==> src/rtl/controlador_botoes_pkg.sv <==
// Shared definitions for the button front-end.
// - Button codes as presented on S (B3 highest priority, encoded 00).
// - Debouncer state enumeration.
// - prio_code: fixed-priority encoder from a pending vector to a button code.
package controlador_botoes_pkg;

    localparam logic [1:0] COD_B3 = 2'b00;
    localparam logic [1:0] COD_B2 = 2'b01;
    localparam logic [1:0] COD_B1 = 2'b10;
    localparam logic [1:0] COD_B0 = 2'b11;

    typedef enum logic [1:0] {
        STABLE_LO,
        CHECK_HI,
        STABLE_HI,
        CHECK_LO
    } deb_state_t;

    // Highest set bit wins; B3 > B2 > B1 > B0. Result is don't-care when p == 0.
    function automatic logic [1:0] prio_code(input logic [3:0] p);
        if (p[3]) begin
            return COD_B3;
        end else if (p[2]) begin
            return COD_B2;
        end else if (p[1]) begin
            return COD_B1;
        end else begin
            return COD_B0;
        end
    endfunction

endpackage

==> src/rtl/controlador_botoes_debounce_botao.sv <==
// debounce_botao: one button channel.
// Raw asynchronous level -> 2-FF synchroniser -> debounce FSM -> one-cycle press pulse.
// Ports:
//   clk    system clock
//   reset  synchronous, active-high
//   raw    raw button level (asynchronous)
//   press  registered one-cycle pulse when the debounced level goes high
module debounce_botao
    import controlador_botoes_pkg::*;
#(
    parameter int unsigned DEBOUNCE_CYCLES = 4
) (
    input  logic clk,
    input  logic reset,
    input  logic raw,
    output logic press
);

    localparam int unsigned CNT_W = $clog2(DEBOUNCE_CYCLES + 1);
    localparam logic [CNT_W-1:0] CNT_ONE = CNT_W'(1);
    localparam logic [CNT_W-1:0] CNT_MAX = CNT_W'(DEBOUNCE_CYCLES);

    logic             sync1;
    logic             sync2;
    deb_state_t       state;
    deb_state_t       state_next;
    logic [CNT_W-1:0] cnt;
    logic [CNT_W-1:0] cnt_next;
    logic             press_next;

    // State register (also holds synchroniser, counter and press pulse)
    always_ff @(posedge clk) begin
        if (reset) begin
            sync1 <= 1'b0;
            sync2 <= 1'b0;
            state <= STABLE_LO;
            cnt   <= '0;
            press <= 1'b0;
        end else begin
            sync1 <= raw;
            sync2 <= sync1;
            state <= state_next;
            cnt   <= cnt_next;
            press <= press_next;
        end
    end

    // Next-state logic. The first differing sample already counts as 1, so
    // with DEBOUNCE_CYCLES == 1 a STABLE state flips directly.
    always_comb begin
        state_next = state;
        cnt_next   = cnt;
        unique case (state)
            STABLE_LO: begin
                if (sync2) begin
                    if (CNT_ONE == CNT_MAX) begin
                        state_next = STABLE_HI;
                        cnt_next   = '0;
                    end else begin
                        state_next = CHECK_HI;
                        cnt_next   = CNT_ONE;
                    end
                end
            end
            CHECK_HI: begin
                if (sync2) begin
                    if (cnt + CNT_ONE == CNT_MAX) begin
                        state_next = STABLE_HI;
                        cnt_next   = '0;
                    end else begin
                        cnt_next = cnt + CNT_ONE;
                    end
                end else begin
                    state_next = STABLE_LO;
                    cnt_next   = '0;
                end
            end
            STABLE_HI: begin
                if (!sync2) begin
                    if (CNT_ONE == CNT_MAX) begin
                        state_next = STABLE_LO;
                        cnt_next   = '0;
                    end else begin
                        state_next = CHECK_LO;
                        cnt_next   = CNT_ONE;
                    end
                end
            end
            CHECK_LO: begin
                if (!sync2) begin
                    if (cnt + CNT_ONE == CNT_MAX) begin
                        state_next = STABLE_LO;
                        cnt_next   = '0;
                    end else begin
                        cnt_next = cnt + CNT_ONE;
                    end
                end else begin
                    state_next = STABLE_HI;
                    cnt_next   = '0;
                end
            end
        endcase
    end

    // Press only on entry to STABLE_HI from the low side; CHECK_LO -> STABLE_HI
    // is an aborted release and must not produce an event.
    always_comb begin
        press_next = (state_next == STABLE_HI) && ((state == STABLE_LO) || (state == CHECK_HI));
    end

endmodule

==> src/rtl/controlador_botoes.sv <==
// controlador_botoes: four-button input front-end.
// Debounces each button, converts presses to events, arbitrates them with fixed
// priority into a FIFO of 2-bit codes, and presents the head via valid/ready.
// Ports:
//   clk       system clock
//   reset     synchronous, active-high
//   B[3:0]    raw button levels (active-high, asynchronous)
//   S[1:0]    code at FIFO head (00 when empty)
//   valid     S holds a queued press
//   ready     consumer accepts S when valid & ready
//   overflow  sticky: a press event was dropped
//   pending   per-button press waiting for a FIFO slot
module controlador_botoes
    import controlador_botoes_pkg::*;
#(
    parameter int unsigned DEBOUNCE_CYCLES = 4,
    parameter int unsigned FIFO_DEPTH      = 4
) (
    input  logic       clk,
    input  logic       reset,
    input  logic [3:0] B,
    output logic [1:0] S,
    output logic       valid,
    input  logic       ready,
    output logic       overflow,
    output logic [3:0] pending
);

    localparam int unsigned PTR_W = $clog2(FIFO_DEPTH);
    localparam int unsigned CNT_W = $clog2(FIFO_DEPTH + 1);

    logic [3:0]       press;
    logic [1:0]       mem [FIFO_DEPTH];
    logic [PTR_W-1:0] wr_ptr;
    logic [PTR_W-1:0] rd_ptr;
    logic [CNT_W-1:0] count;
    logic             pop;
    logic             push;
    logic             can_accept;
    logic [1:0]       grant_code;
    logic [3:0]       grant;

    for (genvar i = 0; i < 4; i++) begin : g_deb
        debounce_botao #(
            .DEBOUNCE_CYCLES(DEBOUNCE_CYCLES)
        ) u_deb (
            .clk  (clk),
            .reset(reset),
            .raw  (B[i]),
            .press(press[i])
        );
    end

    // A full FIFO still accepts when the head leaves in the same cycle.
    always_comb begin
        pop        = (count != '0) && ready;
        can_accept = (count != CNT_W'(FIFO_DEPTH)) || pop;
        push       = (pending != 4'b0000) && can_accept;
        grant_code = prio_code(pending);
        // Code 00 maps to bit 3, code 11 to bit 0.
        grant      = push ? (4'b0001 << (2'd3 - grant_code)) : 4'b0000;
    end

    always_ff @(posedge clk) begin
        if (reset) begin
            pending  <= 4'b0000;
            overflow <= 1'b0;
            wr_ptr   <= '0;
            rd_ptr   <= '0;
            count    <= '0;
        end else begin
            // A bit granted this cycle may be re-armed by a simultaneous press.
            pending <= (pending & ~grant) | press;
            if ((press & pending & ~grant) != 4'b0000) begin
                overflow <= 1'b1;
            end
            if (push) begin
                wr_ptr <= wr_ptr + PTR_W'(1);
            end
            if (pop) begin
                rd_ptr <= rd_ptr + PTR_W'(1);
            end
            if (push && !pop) begin
                count <= count + CNT_W'(1);
            end else if (pop && !push) begin
                count <= count - CNT_W'(1);
            end
        end
    end

    // Storage needs no reset; the occupancy count qualifies it.
    always_ff @(posedge clk) begin
        if (push && !reset) begin
            mem[wr_ptr] <= grant_code;
        end
    end

    assign valid = (count != '0);
    assign S     = valid ? mem[rd_ptr] : COD_B3;

endmodule
==> config.mk <==
export PLATFORM = sky130hd
export DESIGN_NAME = controlador_botoes
export DESIGN_NICKNAME = d
export VERILOG_FILES = /design/src/rtl/controlador_botoes_pkg.sv /design/src/rtl/controlador_botoes_debounce_botao.sv /design/src/rtl/controlador_botoes.sv
export SDC_FILE = /design/constraint.sdc
export NUM_CORES = 1
export LEC_CHECK = 0
export ABC_AREA = 1
export ABC_CLOCK_PERIOD_IN_PS = 2200
export CAP_MARGIN = 20
export CORE_ASPECT_RATIO = 1.1
export CORE_MARGIN = 5
export CORE_UTILIZATION = 50
export CTS_BUF_LIST = sky130_fd_sc_hd__clkbuf_2
export DETAILED_ROUTE_END_ITERATION = 16
export PLACE_DENSITY = 0.69
export SYNTH_ARGS = -nofsm -noshare
export SYNTH_HDL_FRONTEND = slang
export SYNTH_SLANG_ARGS = --single-unit
==> constraint.sdc <==
create_clock -name clk -period 2.2 [get_ports clk]
set_clock_uncertainty 0.1 [all_clocks]
set_input_delay 0.22 -clock clk [delete_from_list [all_inputs] [get_ports clk]]
set_output_delay 0.22 -clock clk [all_outputs]
set_load 0.05 [all_outputs]
Word-level counts from Yosys, hierarchy flattened --
Memories as Yosys holds them, arrays and structs flattened. A register that Yosys moved wholly into a read port is not among the register bits. Cells that the tools add are included.
Storage, ports and cells: register bits 44, memory bits (writable) 8, bits of input ports 7, output and inout bits 8, logic and storage cells 162, memories kept 1
Memory list:
- mem | words 4, bits a word 2, rd ports 1, clocked after memory_dff 1, write ports 1, RTL line controlador_botoes.sv:33 | logic [1:0] mem [FIFO_DEPTH];
Cells by class: $add $sub $neg 9, equality and inequality tests 29, shift operators 1, mux-type cells 63, bitwise operators 5, reductions and logical operators 29
Operators by type and width (count):
- $mux 3 | 22
- $mux 2 | 29
- $pmux 3 s4 | 4
- $pmux 2 s4 | 4
- $eq 2x2->1 const B | 12
- $add 3x1->3 const B | 5
- $and 4x4->4 | 3
- $eq 3x3->1 const B | 4
- $logic_and 1x1->1 | 9
- $eq 2x1->1 const B | 4
- $logic_not 2->1 | 4
- $ne 2x1->1 const B | 4
- $ne 2x2->1 const B | 4
- $reduce_and 2->1 | 4
- $reduce_bool 4->1 | 2
- $logic_or 1x1->1 | 5
- $add 2x1->2 const B | 2
- $mux 4 | 1
- $not 4->4 | 1
- $or 4x4->4 | 1
- $shl 1x2->4 const A | 1
- $logic_not 1->1 | 3
- $mux 1 | 3
- $ne 3x3->1 const B | 1
- other kinds (4) | 4

Logic depth before layout (Yosys ltp) --
word-level depth 9, gate-level depth with buffers 13

Cells and area by module --
From an unflattened synthesis, not the netlist that was laid out.
Second synthesis, totals: cells, all modules 300, area total of the unflattened synthesis 2493.6 um2
Modules (own cells, without submodules):
- debounce_botao | times used 4, cells an instance 46, area an instance 374.1 um2
- controlador_botoes | times used 1, cells an instance 116, area an instance 997.2 um2

Worst setup path before layout --
No wires, ideal clock.
path kind register to register, start reg pending[3], end reg count[2], arrival time 2.005 ns, required time 2.030 ns, path slack 0.026 ns, cell stages (with the launch flop) 13, buffers on the path 0, cell sequence dfxtp_1 > nor2_2 > nand2_2 > nand2_4 > inv_1 > ha_1 > inv_1 > fa_1 > nor2_1 > nor2_1 > nand2_1 > o21ai_0 > a21oi_1
On the way: longest elaborated chain between the ends 5, elaborated cells on any way between the ends 7, those cells by class mux: 1; reduce/logical: 6
Ends and longest elaborated chain:
- start, declared | RTL line controlador_botoes.sv:26 | output logic [3:0] pending
- start signal, assigned | RTL line controlador_botoes.sv:73 | pending <= (pending & ~grant) | press;
- $reduce_bool 4->1 * | RTL line controlador_botoes.sv:58 | push = (pending != 4'b0000) && can_accept;
- $logic_and 1x1->1 * | RTL line controlador_botoes.sv:58
- $logic_not 1->1 | RTL line controlador_botoes.sv:85 | end else if (pop && !push) begin
- $logic_and 1x1->1 | RTL line controlador_botoes.sv:85
- $reduce_bool 2->1 (no source line)
- end signal, assigned | RTL line controlador_botoes.sv:84 | count <= count + CNT_W'(1);
- end signal, assigned | RTL line controlador_botoes.sv:86 | count <= count - CNT_W'(1);
- end, declared | RTL line controlador_botoes.sv:36 | logic [CNT_W-1:0] count;
Every way passes the cells marked *; elsewhere a longest branch is shown, timed or not. A chain may end at the register's enable or synchronous reset.

Final worst setup path --
start reg pending[2], end out pending[2]
No word-level cell between the ends.

==> results.yml <==
drt:
  wl_mm: 3.53
  dr_total_vias: 1652
  dr.pass1.iters: 4
  routedWlPerCell_um: 10.3
  drc_errors: 0
  drt-initial-drc-count: 108
  ant_nets: 0
  post_drt_via_cell_ratio: 4.84
grt:
  grt_max_degree: 26
  grt_overflow: 0
  antenna_found_initial: 0
  first_global_vias: 1519
  grt_pass1_wl_mm: 6.29
  grt_usage_pct: 13.5
placement:
  place.gp.congestion: 0.747
  portBuffers: 14
  dp_hpwl_mm: 2.55
timing:
  rsz0062_at_grt: "no"
  setup_tns_ns: 0
  slew_headroom_pct: 65.6
  worst_hold_slack_ns: 0.158
  slew_violations: 0
  fin_crit_ns: 2.07
  setup_viol: 0
  worst_pin_slew_ns: 0.515
  min_period_over_period_pct: 94.0
  max_freq_ghz: 0.484
  hold_viol: 0
setup_path:
  cp.arrival_ns: 1.75
  path_class: "register to output pin"
  critPathTopFamily: "buffers and inverters"
  cp.required_ns: 1.88
  cp-start-kind: "register"
  cp-end-kind: "output pin"
  max_stage_delay_ns: 0.85
  cpMaxStageDelayCell: "clkdlybuf4s50_1"
  cp_max_fo: 6
  crit_chain: "clkdlybuf4s50_1"
  cp.buffers_inverters: 1
floorplanning:
  die_area_sq_um: 5950
  die_w_um: 74.0
  start_util_pct: 51.9
  design.portCount: 15
  die_h_um: 80.4
  rows: 25
  fp.coreArea_sq_um: 4350
synthesis:
  synth.cell_area_sq_um: 2250
  ys_ff_latch: 54
  syn_nets: 288
  ys_warn_count: 0
  synthCells: 266
  yosysSeqAreaShare_pct: 51.5
  synth_cell_types: 23
  synth_area_per_cell_sq_um: 8.48
hold_path:
  hold_path.class: "primary input to register"
clocking:
  root_buffer: "clkbuf_2"
  cts_buffer_depth: 2
  cts_buffers: 5
  clk_latency_ns: 0.42
  holdBufCountCts: 0
  path_clk_slew_ns: 0.25
  cts.sinks: 54
  cts_tree: "built"
  post-cts-setup-buffer-count: 0
  h-tree-depth: 2
pwr:
  clkPwrFrac_pct: 22.7
  netSwitchingPower_uw: 740
  seq_power_share_pct: 51.3
  powerDensity_nw_per_um2: 855
  p_leak_uw: 0.00110
  swShare_pct: 34.2
  peakVddDrop_mv: 0.532
  p_int_uw: 1420
  comb_power_share_pct: 26.0
status:
  status: "completed"
final_layout:
  n_fill_cell: 399
  area.growth.synth_to_final_pct: 12.2
  n_antenna_cell: 0
  final_common_cell: "nor2_1"
  mostFrequentLayoutCells: "nor2_1, dfxtp_1, inv_1, a21oi_1, nand2_1"
  nNetsFinal: 308
  drive_above_1_share_pct: 7.67
job:
  maxCapViolCount: 0
-- synthesized netlist by cell type --
cell type	count	area [sq um]
nor3_1	2	10.0
nand2_4	1	11.3
clkbuf_1	2	7.51
xor2_1	5	43.8
nand2_1	27	101
dfxtp_1	46	921
o21ai_0	14	70.1
a21oi_1	28	140
nand4_1	1	6.26
a211oi_2	1	12.5
nand3b_1	2	15.0
fa_1	1	20.0
clkinv_1	1	3.75
and3_1	3	18.8
nor2_1	47	176
inv_1	37	139
nand2_2	4	25.0
buf_4	2	15.0
ha_1	14	175
nor2_2	2	12.5
edfxtp_1	8	240
o21ai_1	2	10.0
nand3_1	16	80.1
-- routing by layer --
layer | global-route usage, % | part of all wire (%)
met2 | 23.7 | 46
met5 | 0 | 0
met4 | 4.35 | 1.4
met1 | 14.9 | 47
met3 | 4.76 | 5.6
-- worst paths after layout --
check,cells after the start,slack (ns),from,end
worst max-delay path,1,0.13,pending[2]$_SDFF_PP0_,pending[2]
worst min-delay path,3,0.16,B[0],g_deb[0].u_deb.sync1$_SDFF_PP0_
worst max register to register,12,0.26,pending[2]$_SDFF_PP0_,count[2]$_SDFFE_PP0P_
worst min register to register,2,0.32,g_deb[2].u_deb.sync1$_SDFF_PP0_,g_deb[2].u_deb.sync2$_SDFF_PP0_
-- power by group through the flow --
stage | Sequential (uW) | Combinational [uW] | Clock [uW]
floorplan | 1120 | 431 | 0
global placement | 1130 | 572 | 0
detailed placement | 1130 | 582 | 0
CTS | 1110 | 571 | 509
global route | 1120 | 627 | 552
finish | 1110 | 564 | 491
-- repair_timing --
item | in CTS | in global routing
endpoints found under the setup margin | 1 | 3
resized for setup | 1 | 3
endpoints found under the hold margin | 0 | 0
-- per-stage QoR --
stage / cell area, sq um / power [uW] / setup WS [ns] / cells / utilization [%]
6_report: 2530 / 2160 / 0.132 / 341 / 58.2
5_1_grt: 2530 / 2300 / 0.0151 / 341 / 58.2
4_1_cts: 2520 / 2190 / 0.0546 / 341 / 58.0
3_5_place_dp: 2460 / 1710 / 0.0136 / 333 / 56.5
3_3_place_gp: 2460 / 1700 / 0.0831 / 333 / 56.5
2_1_floorplan: 2250 / 1550 / 0.0257 / 266 / -
-- registers in the layout, indices dropped and copies added, names as in the netlist, named ones only --
signal             count
rd_ptr                 2
g_deb.u_deb.cnt       12
g_deb.u_deb.press      4
wr_ptr                 2
g_deb.u_deb.sync1      4
g_deb.u_deb.sync2      4
mem                    8
pending                4
overflow               1
count                  3
g_deb.u_deb.state      8
-- area by class of cell --
| class | instances | area [sq um] | share of cell area [%] |
|---|---|---|---|
| multi-input combinational | 170 | 928 | 36.7 |
| tap | 54 | 67.6 | 2.67 |
| sequential | 54 | 1160 | 45.9 |
| timing repair buffer | 17 | 161 | 6.38 |
| clock buffer | 6 | 30.0 | 1.19 |
| inverter | 38 | 143 | 5.64 |
| clock inverter | 2 | 37.5 | 1.48 |
-- cell families after synthesis --
kind of cell | after synthesis | share of synthesized area, %
xor gates and xnor gates | 5 | 1.94
adders and majority gates | 15 | 8.66
DFF | 54 | 51.5
AOI/OAI and AO/OA | 45 | 10.3
and+or+nand+nor | 105 | 20.3
buffers and inverters | 42 | 7.32
No activity file was read; power rests on OpenSTA's default activity.
